File: config.mk
export PLATFORM = sky130hd
export DESIGN_NAME = right_shift_serializer
export DESIGN_NICKNAME = d
export VERILOG_FILES = /design/src/rtl/right_shift_serializer.sv
export SDC_FILE = /design/constraint.sdc
export NUM_CORES = 1
export LEC_CHECK = 0
export BUFFER_PORTS_ARGS = -buffer_cell sky130_fd_sc_hd__buf_2
export CAP_MARGIN = 20
export CELL_PAD_IN_SITES_DETAIL_PLACEMENT = 0
export CELL_PAD_IN_SITES_GLOBAL_PLACEMENT = 1
export CORE_MARGIN = 2
export CORE_UTILIZATION = 36
export DETAILED_ROUTE_END_ITERATION = 8
export HOLD_SLACK_MARGIN = 0.08
export PLACE_DENSITY_LB_ADDON = 0.05
export SYNTH_ARGS = -nofsm -noshare
export SYNTH_HDL_FRONTEND = slang
export SYNTH_SLANG_ARGS = --single-unit
File: constraint.sdc
create_clock -name clk -period 3.3 [get_ports clk]
set_input_delay 0.66 -clock clk [delete_from_list [all_inputs] [get_ports clk]]
set_output_delay 0.66 -clock clk [all_outputs]
set_load 0.05 [all_outputs]
File: src/rtl/right_shift_serializer.sv
// Multiplier-operand serializer: parallel load, one right shift per enabled cycle,
// LSB presented to add/skip logic, done pulse after WL bits. Define ARITH_SHIFT_EN for sign fill.
module right_shift_serializer #(
    parameter  int WL = 4,
    localparam int CW = $clog2(WL + 1)
) (
    input  logic          clk,
    input  logic          rst,
    input  logic          load,
    output logic          load_ready,
    input  logic [WL-1:0] in,
    input  logic          shift_en,
    output logic          bit_out,
    output logic          bit_valid,
    output logic [WL-1:0] out,
    output logic [CW-1:0] count,
    output logic          done
);

    typedef enum logic [1:0] {
        IDLE  = 2'd0,
        SHIFT = 2'd1,
        DONE  = 2'd2
    } state_t;

    state_t        state_reg, state_next;
    logic [WL-1:0] data_reg, data_next;
    logic [CW-1:0] count_reg, count_next;
    logic          fill;

`ifdef ARITH_SHIFT_EN
    assign fill = data_reg[WL-1];
`else
    assign fill = 1'b0;
`endif

    always_ff @(posedge clk or negedge rst) begin
        if (!rst) begin
            state_reg <= IDLE;
            data_reg  <= '0;
            count_reg <= '0;
        end else begin
            state_reg <= state_next;
            data_reg  <= data_next;
            count_reg <= count_next;
        end
    end

    always_comb begin
        state_next = state_reg;
        data_next  = data_reg;
        count_next = count_reg;
        unique case (state_reg)
            IDLE, DONE: begin
                // Load takes priority over shift_en; DONE without a load falls back to IDLE.
                if (load) begin
                    data_next  = in;
                    count_next = '0;
                    state_next = SHIFT;
                end else begin
                    state_next = IDLE;
                end
            end
            SHIFT: begin
                if (shift_en) begin
                    data_next  = {fill, data_reg[WL-1:1]};
                    count_next = count_reg + 1'b1;
                    if (count_reg == CW'(WL - 1))
                        state_next = DONE;
                end
            end
            default: state_next = IDLE;
        endcase
    end

    assign load_ready = (state_reg != SHIFT);
    assign bit_valid  = (state_reg == SHIFT);
    assign done       = (state_reg == DONE);
    assign bit_out    = data_reg[0];
    assign out        = data_reg;
    assign count      = count_reg;

endmodule

# Yosys cells after proc, flatten, opt, wreduce, memory -nomap -nowiden
# Index checks and enable logic that the tools add are counted.
[classes] add_sub_neg=1 n_eq_ne=7 mux=10 reduce_logical=5
[ops] operator="$mux 4" count=2
[ops] operator="$pmux 4 s2" count=1
[ops] operator="$mux 3" count=2
[ops] operator="$pmux 3 s2" count=1
[ops] operator="$mux 2" count=2
[ops] operator="$ne 2x1->1 const B" count=2
[ops] operator="$ne 2x2->1 const B" count=2
[ops] operator="$pmux 2 s2" count=1
[ops] operator="$add 3x1->3 const B" count=1
[ops] operator="$eq 3x2->1 const B" count=1
[ops] operator="$reduce_and 3->1" count=1
[ops] operator="$eq 2x1->1 const B" count=1
[ops] operator="$eq 2x2->1 const B" count=1
[ops] operator="$logic_not 2->1" count=1
[ops] operator="$reduce_and 2->1" count=1
[ops] operator="$reduce_bool 2->1" count=1
[ops] operator="$reduce_or 2->1" count=1
[ops] operator="$mux 1" count=1
[totals] ff_bits=9 in_bits=8 output_inout_bits=11 word_cells=26

# Logic depth before layout (Yosys ltp)
# Gate-level depths: netlist of the first run.
[depth] word_depth=4 mapped_depth=5 mapped_depth_nobuf=4

# Least setup slack after synthesis of the first run
# Ideal clock, no wire load.
[synth_path] kind="reg-to-output" startpoint="register state_reg[0]" endpoint="output port done" arrival_ns=1.192 t_required_ns=2.640 slack_ns=1.448 stages_incl_launch_ff=3 cell_sequence="dfrtp_1 buf_6 nor2b_1"
[synth_via] elab_chain_len=1
[synth_rtl] element="start: declaration" line="26" text="state_t state_reg, state_next;"
[synth_rtl] element="start signal: assignment" line="43" text="state_reg <= state_next;"
[synth_rtl] element="$eq 2x2->1" line="78" text="assign done = (state_reg == DONE);"
[synth_rtl] element="end: declaration" line="17" text="output logic done"
# No other way between the ends.

# Final worst setup path of the first run
[layout_path] startpoint="register state_reg[0]" endpoint="output port bit_valid"
[layout_via] elab_chain_len=1
[layout_rtl] element="$eq 2x1->1" line="77" text="assign bit_valid = (state_reg == SHIFT);"
[layout_rtl] element="end: declaration" line="14" text="output logic bit_valid,"
# No other way between the ends.

==> out/metrics.yaml, run 1 <==
logic_synthesis:
  synth_top_flop_cell: "dfrtp_1"
  synth-edff-count: 0
  seq_area_frac_synth_pct: 47.1
  ys_seq_elements: 9
  syn_area_sq_um: 478
  synth_cell_types: 22
  synth_top_area_share_pct: 47.1
  avgSynthCellArea_sq_um: 11.1
  synth.most_common_cell: "dfrtp_1"
  synthArstFlopShare_pct: 100
  synthCells: 43
  ys_warn_count: 0
  synth_top_cells_by_area: "dfrtp_1 47%, o221a_1 7.1%, ha_1 5.2%, nand2b_1 5.2%, a21o_1 4.7%"
  yosysTopAreaCell: "dfrtp_1"
  synth_nets: 53
  synth_common_cells: "9 x dfrtp_1, 5 x nand2_1, 4 x nand2b_1"
cts:
  clockBufferDepth: 2
  cts_root_buf: "clkbuf_4"
  cts.sinks: 9
  ctsResizeCount: 0
  cts.htree.levels: 1
  cts_made_buffers: 3
  cts_setup_buffers: 0
  cts_tree: "done"
  clock_latency_ns: 0.26
  clkTransAtPathRegs_ns: 0.07
  cts_hold_buf: 0
critical_path:
  worstPathCellList: "nand2b_4 > inv_2 > buf_2"
  end_kind: "output port"
  timing.rr.start: "state_reg[0]$_DFFE_PN0P_"
  cp-start-kind: "flop"
  r2r_setup_slack_ns: 2.02
  path_class: "reg2out"
  slowest_stage: "dfrtp_1"
  cp_data_required_time_ns: 2.64
  max_stage_delay_ns: 0.57
  cp_max_fo: 10
  worstPathArrival_ns: 1.26
  cpLargestDelayFamily: "flip-flops"
  worstRegToRegCells: 4
  worst_r2r_endpoint: "out[2]$_DFFE_PN0P_"
  cp_num_buf_inv: 2
timing:
  finalClockSkew_ns: 0.0104
  finalMaxSlewViolations: 0
  slew_headroom_pct: 74.6
  hold_viol_final: 0
  worstMarginPinSlew_ns: 0.382
  min_period_ns: 1.92
  layout_worst_path_cycle_share_pct: 58.1
  final-setup-viol-count: 0
  fin_tns_setup_ns: 0
  rsz0062_at_grt: "no"
  fmax_mhz: 522
route:
  drtPass1Iterations: 2
  via_per_inst: 4.86
  wirelength_microns: 926
  first_iter_violations: 5
  dr_total_vias: 379
  final_antenna_net_count: 0
  drc: 0
  wl_per_cell_microns: 11.9
place:
  io_buffer_count: 18
  place.gp.congestion: 0.640
  dp_hpwl_microns: 750
final_layout:
  area_growth_pct: 24.3
  nFillCells: 125
  nNetsFinal: 74
  drive_gt1_share_pct: 38.1
  multi_input_area_sq_um: 226
  seq_area_sq_um: 225
  largest_reg_flops: 4
  antennaDiodeCount: 0
floorplan:
  rows: 13
  start_util_pct: 37.7
  die_area_sq_um: 1630
  die_h_microns: 40.4
  dieWidth_microns: 40.4
  ios: 19
  core-area_sq_um: 1270
run:
  maxCapViolCount: 0
global_routing:
  grt_max_degree: 11
  grt_pass1_vias: 305
  grt_pass1_wl_mm: 1.38
  groute.usage.overall_pct: 13.4
  antenna_found_initial: 0
  grt_overflow_total: 0
worst_hold_path:
  hold_path_class: "in2async"
run_status:
  run_status: "completed"
==> final cells by class <==
cell class | instances | share of cell area [%]
repair buffers | 18 | 15.2
multi-input cells | 30 | 38.1
inverters | 2 | 1.26
flip-flops and latches | 9 | 37.9
well taps | 15 | 3.16
clock buffers | 4 | 4.42
==> cell families (layout without fill, tap and decap cells) <==
group	count (synthesis)	after routing	synth area share, %
adders and majority gates	2	2	5.23
buffers and inverters	4	24	5.50
xor gates and xnor gates	1	1	1.83
muxes	1	1	2.09
DFF	9	9	47.1
AOI/OAI and AO/OA	9	9	16.2
and+or+nand+nor	17	17	22.0
==> routing by layer <==
layer | part of all wire (%) | up-vias | track usage (%)
met2 | 48 | 11 | 14.7
met1 | 45 | 176 | 20.8
li1 | - | 190 | -
met4 | 0.65 | 0 | 10.0
met5 | 0 | - | 0
met3 | 5.8 | 2 | 3.33
==> stage by stage <==
step / hold WS (ns) / cell area [sq um] / instances / utilization [%] / setup WS [ns]
6_report: 0.240 / 594 / 78 / 46.8 / 1.38
5_1_grt: 0.249 / 594 / 78 / 46.8 / 1.30
4_1_cts: 0.239 / 594 / 78 / 46.8 / 1.37
3_5_place_dp: 0.526 / 568 / 74 / 44.8 / 1.67
3_3_place_gp: 0.509 / 568 / 74 / 44.8 / 1.70
2_1_floorplan: 0.364 / 478 / 43 / - / 1.45
==> cell usage in the layout (no fill, tap or decap), types with 2 or more instances in the layout <==
cell and instances:
nand2b_1 4, dfrtp_1 9, ha_1 2, nor2_1 2, nand2_1 5, clkbuf_4 3, buf_2 18, a21o_1 3
o221a_1 3
==> worst max-delay path by stage <==
stage                        startpoint   endpoint  slack (ns)  cells after the start
2_1_floorplan  state_reg[0]$_DFFE_PN0P_       done        1.45                      2
3_3_place_gp   state_reg[0]$_DFFE_PN0P_  bit_valid        1.70                      3
3_5_place_dp   state_reg[0]$_DFFE_PN0P_  bit_valid        1.67                      3
4_1_cts        state_reg[0]$_DFFE_PN0P_  bit_valid        1.37                      3
5_1_grt        state_reg[0]$_DFFE_PN0P_  bit_valid        1.30                      3
6_report       state_reg[0]$_DFFE_PN0P_  bit_valid        1.38                      3
Power of run 1 is left out: the tool's default activity adds up to more than one toggle a clock period on the data nets, which glitch-free logic cannot reach.
==> inputs of run 2 (changes only) <==
--- a/config.mk
+++ b/config.mk
@@ -5,12 +5,13 @@
 export SDC_FILE = /design/constraint.sdc
 export NUM_CORES = 1
 export LEC_CHECK = 0
+export ABC_AREA = 1
 export BUFFER_PORTS_ARGS = -buffer_cell sky130_fd_sc_hd__buf_2
 export CAP_MARGIN = 20
 export CELL_PAD_IN_SITES_DETAIL_PLACEMENT = 0
 export CELL_PAD_IN_SITES_GLOBAL_PLACEMENT = 1
 export CORE_MARGIN = 2
-export CORE_UTILIZATION = 36
+export CORE_UTILIZATION = 32
 export DETAILED_ROUTE_END_ITERATION = 8
 export HOLD_SLACK_MARGIN = 0.08
 export PLACE_DENSITY_LB_ADDON = 0.05
==> constraint.sdc (replaced) <==
create_clock -name clk -period 1.9 [get_ports clk]
set_input_delay 0.38 -clock clk [delete_from_list [all_inputs] [get_ports clk]]
set_output_delay 0.38 -clock clk [all_outputs]
set_load 0.05 [all_outputs]
==> run 2 against run 1 <==
Against the previous run: flip-flop and latch count did not move; sequential share of layout area is 2.1 points lower; first-iteration DRC count rose by 100%; die area up 16%; clock skew is 0.010 ns lower.
==> out/metrics.yaml, run 2 <==
floorplan:
  rows: 14  # was 13
  start_util_pct: 33.7  # was 37.7%
  die_h_microns: 43.6  # was 40.4 microns
  core-area_sq_um: 1490  # was 1270 sq um
  dieWidth_microns: 43.6  # was 40.4 microns
  ios: 19  # unchanged
  die_area_sq_um: 1900  # was 1630 sq um
timing:
  hold_slack_ns: 0.358  # was 0.240 ns
  fin_ws_ns: 0.253  # was 1.38 ns
  finalMaxSlewViolations: 0  # unchanged
  layout_worst_path_cycle_share_pct: 86.7
  min_period_ns: 1.65
  worstMarginPinSlew_ns: 0.330  # was 0.382 ns
  final-setup-viol-count: 0  # unchanged
  slew_headroom_pct: 78.0  # was 74.6%
  finalClockSkew_ns: 0.000350  # was 0.0104 ns
  rsz0062_at_grt: "no"  # unchanged
  hold_viol_final: 0  # unchanged
  fin_tns_setup_ns: 0  # unchanged
  fmax_mhz: 607
final_layout:
  layout_common_cells: "20 x nand2_1, 18 x buf_2, 11 x nand3_1"  # was 18 x buf_2, 9 x dfrtp_1, 5 x nand2_1
  multi_input_area_sq_um: 231  # was 226 sq um
  final_cells: 98  # was 78
  fin_area_sq_um: 629  # was 594 sq um
  area_growth_pct: 25.4  # was 24.3%
  largest_reg_flops: 4  # unchanged
  fin_util_pct: 42.3  # was 46.8%
  seq_area_sq_um: 225  # unchanged
  final_common_cell: "nand2_1"  # was buf_2
  antennaDiodeCount: 0  # unchanged
  nFillCells: 154  # was 125
  nNetsFinal: 93  # was 74
  drive_gt1_share_pct: 32.9  # was 38.1%
route:
  drc: 0  # unchanged
  wirelength_mm: 1.11  # was 926 microns
  drtPass1Iterations: 2  # unchanged
  dr_total_vias: 434  # was 379
  wl_per_cell_microns: 11.3  # was 11.9 microns
  first_iter_violations: 10  # was 5
  final_antenna_net_count: 0  # unchanged
  via_per_inst: 4.43  # was 4.86
logic_synthesis:
  synth_top_cells_by_area: "dfrtp_1 45%, nand2_1 15%, nand3_1 11%, nand2_4 6.7%, ha_1 5.0%"  # was dfrtp_1 47%, o221a_1 7.1%, ha_1 5.2%, nand2b_1 5.2%, a21o_1 4.7%
  seq_area_frac_synth_pct: 44.9  # was 47.1%
  synth_top_flop_cell: "dfrtp_1"  # unchanged
  synthCells: 61  # was 43
  synth_top_family_by_area: "simple AND/OR/NAND/NOR gates"  # unchanged
  synth_top_area_share_pct: 44.9  # was 47.1%
  synth-xor-area-share_pct: 0  # was 1.83%
  synthArstFlopShare_pct: 100  # unchanged
  synth-edff-count: 0  # unchanged
  ys_seq_elements: 9  # unchanged
  synth_nets: 71  # was 53
  syn_area_sq_um: 502  # was 478 sq um
  synth_simple_gate_area_share_pct: 40.1  # was 22.0%
  avgSynthCellArea_sq_um: 8.23  # was 11.1 sq um
  synth.most_common_cell: "nand2_1"  # was dfrtp_1
  synth_common_cells: "20 x nand2_1, 11 x nand3_1, 9 x dfrtp_1"  # was 9 x dfrtp_1, 5 x nand2_1, 4 x nand2b_1
  synth_cell_types: 13  # was 22
  yosysTopAreaCell: "dfrtp_1"  # unchanged
  ys_warn_count: 0  # unchanged
  synth-compound-area-share_pct: 0.998  # was 16.2%
  synth_mux_area_share_pct: 0  # was 2.09%
  synth-adder-area-share_pct: 4.99  # was 5.24%
place:
  io_buffer_count: 18  # unchanged
  pre_cts_ws_ns: 0.540  # was 1.67 ns
  placed_area_sq_um: 593  # was 568 sq um
  dp_hpwl_microns: 826  # was 750 microns
  place.gp.congestion: 0.690  # was 0.640
  dp.cells: 93  # was 74
global_routing:
  grt_overflow_total: 0  # unchanged
  groute.usage.overall_pct: 14.4  # was 13.4%
  antenna_found_initial: 0  # unchanged
  grt_pass1_wl_mm: 1.93  # was 1.38 mm
  grt_max_degree: 10  # was 11
  grt_pass1_vias: 425  # was 305
worst_hold_path:
  hold_path_class: "in2reg"  # was in2async
critical_path:
  worstPathArrival_ns: 1.27  # was 1.26 ns
  cp-start-kind: "flop"  # unchanged
  end_kind: "output port"  # unchanged
  max_stage_delay_ns: 0.53  # was 0.57 ns
  slowest_stage: "dfrtp_1"  # unchanged
  cp_max_fo: 9  # was 10
  path_class: "reg2out"  # unchanged
  worstPathCellList: "nand2_4 > inv_1 > buf_2"  # was nand2b_4 > inv_2 > buf_2
  r2r_setup_slack_ns: 0.75  # was 2.02 ns
  cp_data_required_time_ns: 1.52  # was 2.64 ns
cts:
  cts_setup_buffers: 0  # unchanged
  clockBufferDepth: 2  # unchanged
  cts.sinks: 9  # unchanged
  cts_made_buffers: 3  # unchanged
  clock_latency_ns: 0.25  # was 0.26 ns
  clkTransAtPathRegs_ns: 0.06  # was 0.07 ns
  cts.htree.levels: 1  # unchanged
  cts_root_buf: "clkbuf_4"  # unchanged
  cts_tree: "done"  # unchanged
power:
  p_leak_nw: 0.375
  power_mw: 1.16
  ir_worst_vdd_v: 0.000801
  pwr_density_cell_nw_per_um2: 1850
run:
  maxCapViolCount: 0  # unchanged
run_status:
  run_status: "completed"  # unchanged
run 2: changes by cell type after synthesis, sizes merged, moves of 3 or more:
cell / delta
nand2: +18
nand3: +11
inv: +5
nand2b: -5
a21o: -3
o221a: -3
run 2: metal layers:
layer,GRT usage (%),wire length (microns),share of wire [%]
met1,20.6,564,51
met2,17.6,458,41
met5,0,0,0
met3,4.17,66,6.0
met4,10.9,19,1.7
run 2: area by class of cell:
| type | count | share of cell area [%] |
|---|---|---|
| well taps | 16 | 3.18 |
| repair buffers | 19 | 15.9 |
| flip-flops and latches | 9 | 35.8 |
| inverters | 7 | 4.17 |
| multi-input cells | 43 | 36.8 |
| clock buffers | 4 | 4.17 |
run 2: kinds of logic (layout without fill, tap and decap cells):
family                   after synthesis  count (layout)
AO/OA/AOI/OAI                          1               1
buffers and inverters                  9              30
flip-flops                             9               9
AND/OR/NAND/NOR                       40              40
adder cells (fa/ha/maj)                2               2
run 2: repair_timing:
item | in CTS | in global routing
endpoints found under the hold margin | 9 | 0
gates resized for setup | 0 | 0
hold buffers | 1 | 0
run 2: worst paths after layout:
path,start,to,cells past startpoint
setup / recovery,state_reg[0]$_DFFE_PN0P_,bit_valid,3
hold / removal,in[3],out[3]$_DFFE_PN0P_,3
setup reg to reg,count[0]$_DFFE_PN0P_,count[2]$_DFFE_PN0P_,5
hold reg to reg,out[0]$_DFFE_PN0P_,out[0]$_DFFE_PN0P_,2
max in group asynchronous,rst,count[0]$_DFFE_PN0P_,2
min in group asynchronous,rst,count[2]$_DFFE_PN0P_,2
run 2: critical path, delay by kind of cell (launching register included):
family / cells / cell delay, ns
buf+inv: 2 / 0.34
flops: 1 / 0.53
simple gates: 1 / 0.14
run 2: report_power, final:
part           leakage, nW  switching [mW]  internal (mW)  total [mW]
clock               0.0150          0.0656         0.0809       0.146
combinational        0.244           0.513          0.172       0.685
sequential           0.115          0.0726          0.260       0.333
No activity file was read; power rests on OpenSTA's default activity.
==> inputs of run 3 (changes only) <==
--- a/config.mk
+++ b/config.mk
@@ -8,11 +8,9 @@
 export ABC_AREA = 1
 export BUFFER_PORTS_ARGS = -buffer_cell sky130_fd_sc_hd__buf_2
 export CAP_MARGIN = 20
-export CELL_PAD_IN_SITES_DETAIL_PLACEMENT = 0
-export CELL_PAD_IN_SITES_GLOBAL_PLACEMENT = 1
-export CORE_MARGIN = 2
-export CORE_UTILIZATION = 32
+export CORE_AREA = 2 2 39 41
 export DETAILED_ROUTE_END_ITERATION = 8
+export DIE_AREA = 0 0 41 43
 export HOLD_SLACK_MARGIN = 0.08
 export PLACE_DENSITY_LB_ADDON = 0.05
 export SYNTH_ARGS = -nofsm -noshare
==> run 3 against run 2 <==
Against the previous run: routed wire length down 6.4%; worst hold slack better by 0.0080 ns; fmax up 1.6%; flip-flop and latch count unchanged; clock skew about the same; first-iteration DRC count down 80%; sequential power about the same; largest power group unchanged.
==> out/metrics.yaml, run 3 (synthesis results as in run 2) <==
global_routing:
  grt_overflow_total: 0  # unchanged
  antenna_found_initial: 0  # unchanged
  groute.usage.overall_pct: 14.1  # was 14.4%
  grt_max_degree: 10  # unchanged
  grt_pass1_vias: 397  # was 425
  grt_pass1_wl_mm: 1.67  # was 1.93 mm
timing:
  hold_viol_final: 0  # unchanged
  finalMaxSlewViolations: 0  # unchanged
  slew_headroom_pct: 78.9  # was 78.0%
  layout_worst_path_cycle_share_pct: 85.3  # was 86.7%
  worstMarginPinSlew_ns: 0.316  # was 0.330 ns
  finalClockSkew_ns: 0.000389  # was 0.000350 ns
  fin_tns_setup_ns: 0  # unchanged
  fin_ws_ns: 0.279  # was 0.253 ns
  fmax_mhz: 617  # was 607 MHz
  final-setup-viol-count: 0  # unchanged
  hold_slack_ns: 0.366  # was 0.358 ns
  min_period_ns: 1.62  # was 1.65 ns
  rsz0062_at_grt: "no"  # unchanged
critical_path:
  cp-start-kind: "flop"  # unchanged
  r2r_setup_slack_ns: 0.77  # was 0.75 ns
  worstPathCellList: "nand2_4 > inv_1 > buf_2"  # unchanged
  path_class: "reg2out"  # unchanged
  worstPathArrival_ns: 1.24  # was 1.27 ns
  cp_data_required_time_ns: 1.52  # about the same
  slowest_stage: "dfrtp_1"  # unchanged
  end_kind: "output port"  # unchanged
  cp_max_fo: 9  # unchanged
  max_stage_delay_ns: 0.53  # about the same
run_status:
  run_status: "completed"  # unchanged
cts:
  cts_made_buffers: 3  # unchanged
  cts_tree: "done"  # unchanged
  ctsResizeCount: 0  # unchanged
  cts.sinks: 9  # unchanged
  clock_latency_ns: 0.25  # about the same
  clkTransAtPathRegs_ns: 0.06  # about the same
  clockBufferDepth: 2  # unchanged
  cts_root_buf: "clkbuf_4"  # unchanged
  cts.htree.levels: 1  # unchanged
power:
  switching_share_pct: 55.8  # was 55.9%
  p_leak_nw: 0.375  # unchanged
  ir_worst_vdd_v: 0.000704  # was 0.000801 V
  p_int_mw: 0.513  # about the same
  power_frac_seq_pct: 28.5  # was 28.6%
  p_sw_mw: 0.647  # was 0.651 mW
  pwr-share-comb_pct: 59.1  # was 58.8%
  pwr_density_cell_nw_per_um2: 1840  # was 1850 nW/um^2
  clkPwrFrac_pct: 12.4  # was 12.6%
route:
  drtPass1Iterations: 2  # unchanged
  wl_per_cell_microns: 10.6  # was 11.3 microns
  drc: 0  # unchanged
  dr_total_vias: 438  # was 434
  wirelength_mm: 1.04  # was 1.11 mm
  final_antenna_net_count: 0  # unchanged
  first_iter_violations: 2  # was 10
  via_per_inst: 4.47  # was 4.43
place:
  dp.cells: 93  # unchanged
  place.gp.congestion: 0.696  # was 0.690
  dp_hpwl_microns: 823  # was 826 microns
  io_buffer_count: 18  # unchanged
  pre_cts_ws_ns: 0.543  # was 0.540 ns
final_layout:
  nFillCells: 158  # was 154
  layout_common_cells: "20 x nand2_1, 18 x buf_2, 11 x nand3_1"  # unchanged
  drive_gt1_share_pct: 32.9  # unchanged
  nNetsFinal: 93  # unchanged
  largest_reg_flops: 4  # unchanged
  final_common_cell: "nand2_1"  # unchanged
  final_cells: 98  # unchanged
  antennaDiodeCount: 0  # unchanged
  area_growth_pct: 25.4  # unchanged
worst_hold_path:
  hold_path_class: "in2reg"  # unchanged
floorplan:
  rows: 14  # unchanged
  start_util_pct: 36.3  # was 33.7%
  core-area_sq_um: 1380  # was 1490 sq um
  die_area_sq_um: 1760  # was 1900 sq um
  dieWidth_microns: 41  # was 43.6 microns
  ios: 19  # unchanged
  die_h_microns: 43  # was 43.6 microns
run:
  maxCapViolCount: 0  # unchanged
## run 3: cell counts in the layout (fill, tap and decap cells not counted)
Identical to the previous run, type by type.
## run 3: through the flow
step	utilization (%)	total power, mW	cell area, sq um
after detailed placement	42.9	1.03	593
after floorplan	-	0.905	502
after global placement	42.9	1.03	593
after CTS	45.5	1.18	629
after global routing	45.5	1.25	629
final	45.5	1.16	629
## run 3: timing repair
action,in CTS,in global routing
hold buffers,1,0
hold endpoints to repair,9,0
buffers inserted,0,0
## run 3: path summary, 6_finish.rpt
path	start	endpoint	cells past startpoint
worst max-delay path	state_reg[0]$_DFFE_PN0P_	bit_valid	3
worst min-delay path	in[3]	out[3]$_DFFE_PN0P_	3
worst max register to register	count[0]$_DFFE_PN0P_	count[2]$_DFFE_PN0P_	5
worst min register to register	out[0]$_DFFE_PN0P_	out[0]$_DFFE_PN0P_	2
max in group asynchronous	rst	count[0]$_DFFE_PN0P_	2
min in group asynchronous	rst	out[0]$_DFFE_PN0P_	2
## run 3: power groups by stage
stage,logic (mW),clock network (mW),registers (mW)
global route,0.747,0.163,0.343
global placement,0.694,0,0.334
detailed placement,0.692,0,0.335
floorplan,0.406,0,0.498
CTS,0.695,0.151,0.332
finish,0.686,0.144,0.330
## run 3: cell type report
class	count	area (sq um)	share of cell area [%]
clock buffer	4	26.3	4.17
multi-input combinational	43	231	36.8
sequential	9	225	35.8
inverter	7	26.3	4.17
tap	16	20.0	3.18
timing repair buffer	19	100	15.9
## run 3: layer usage
metal / share of wire [%] / routed length [microns] / up-vias / global-route usage [%]
li1: - / - / 234 / -
met1: 43 / 444 / 193 / 18.2
met2: 51 / 526 / 11 / 21.6
met3: 6.4 / 66 / 0 / 3.14
met4: 0 / 0 / 0 / 6.00
met5: 0 / 0 / - / 0
## run 3: critical path: cells and delay by family (launching register included)
kind,cells,cell delay (ns)
buffers and inverters,2,0.34
DFF,1,0.53
and+or+nand+nor,1,0.13
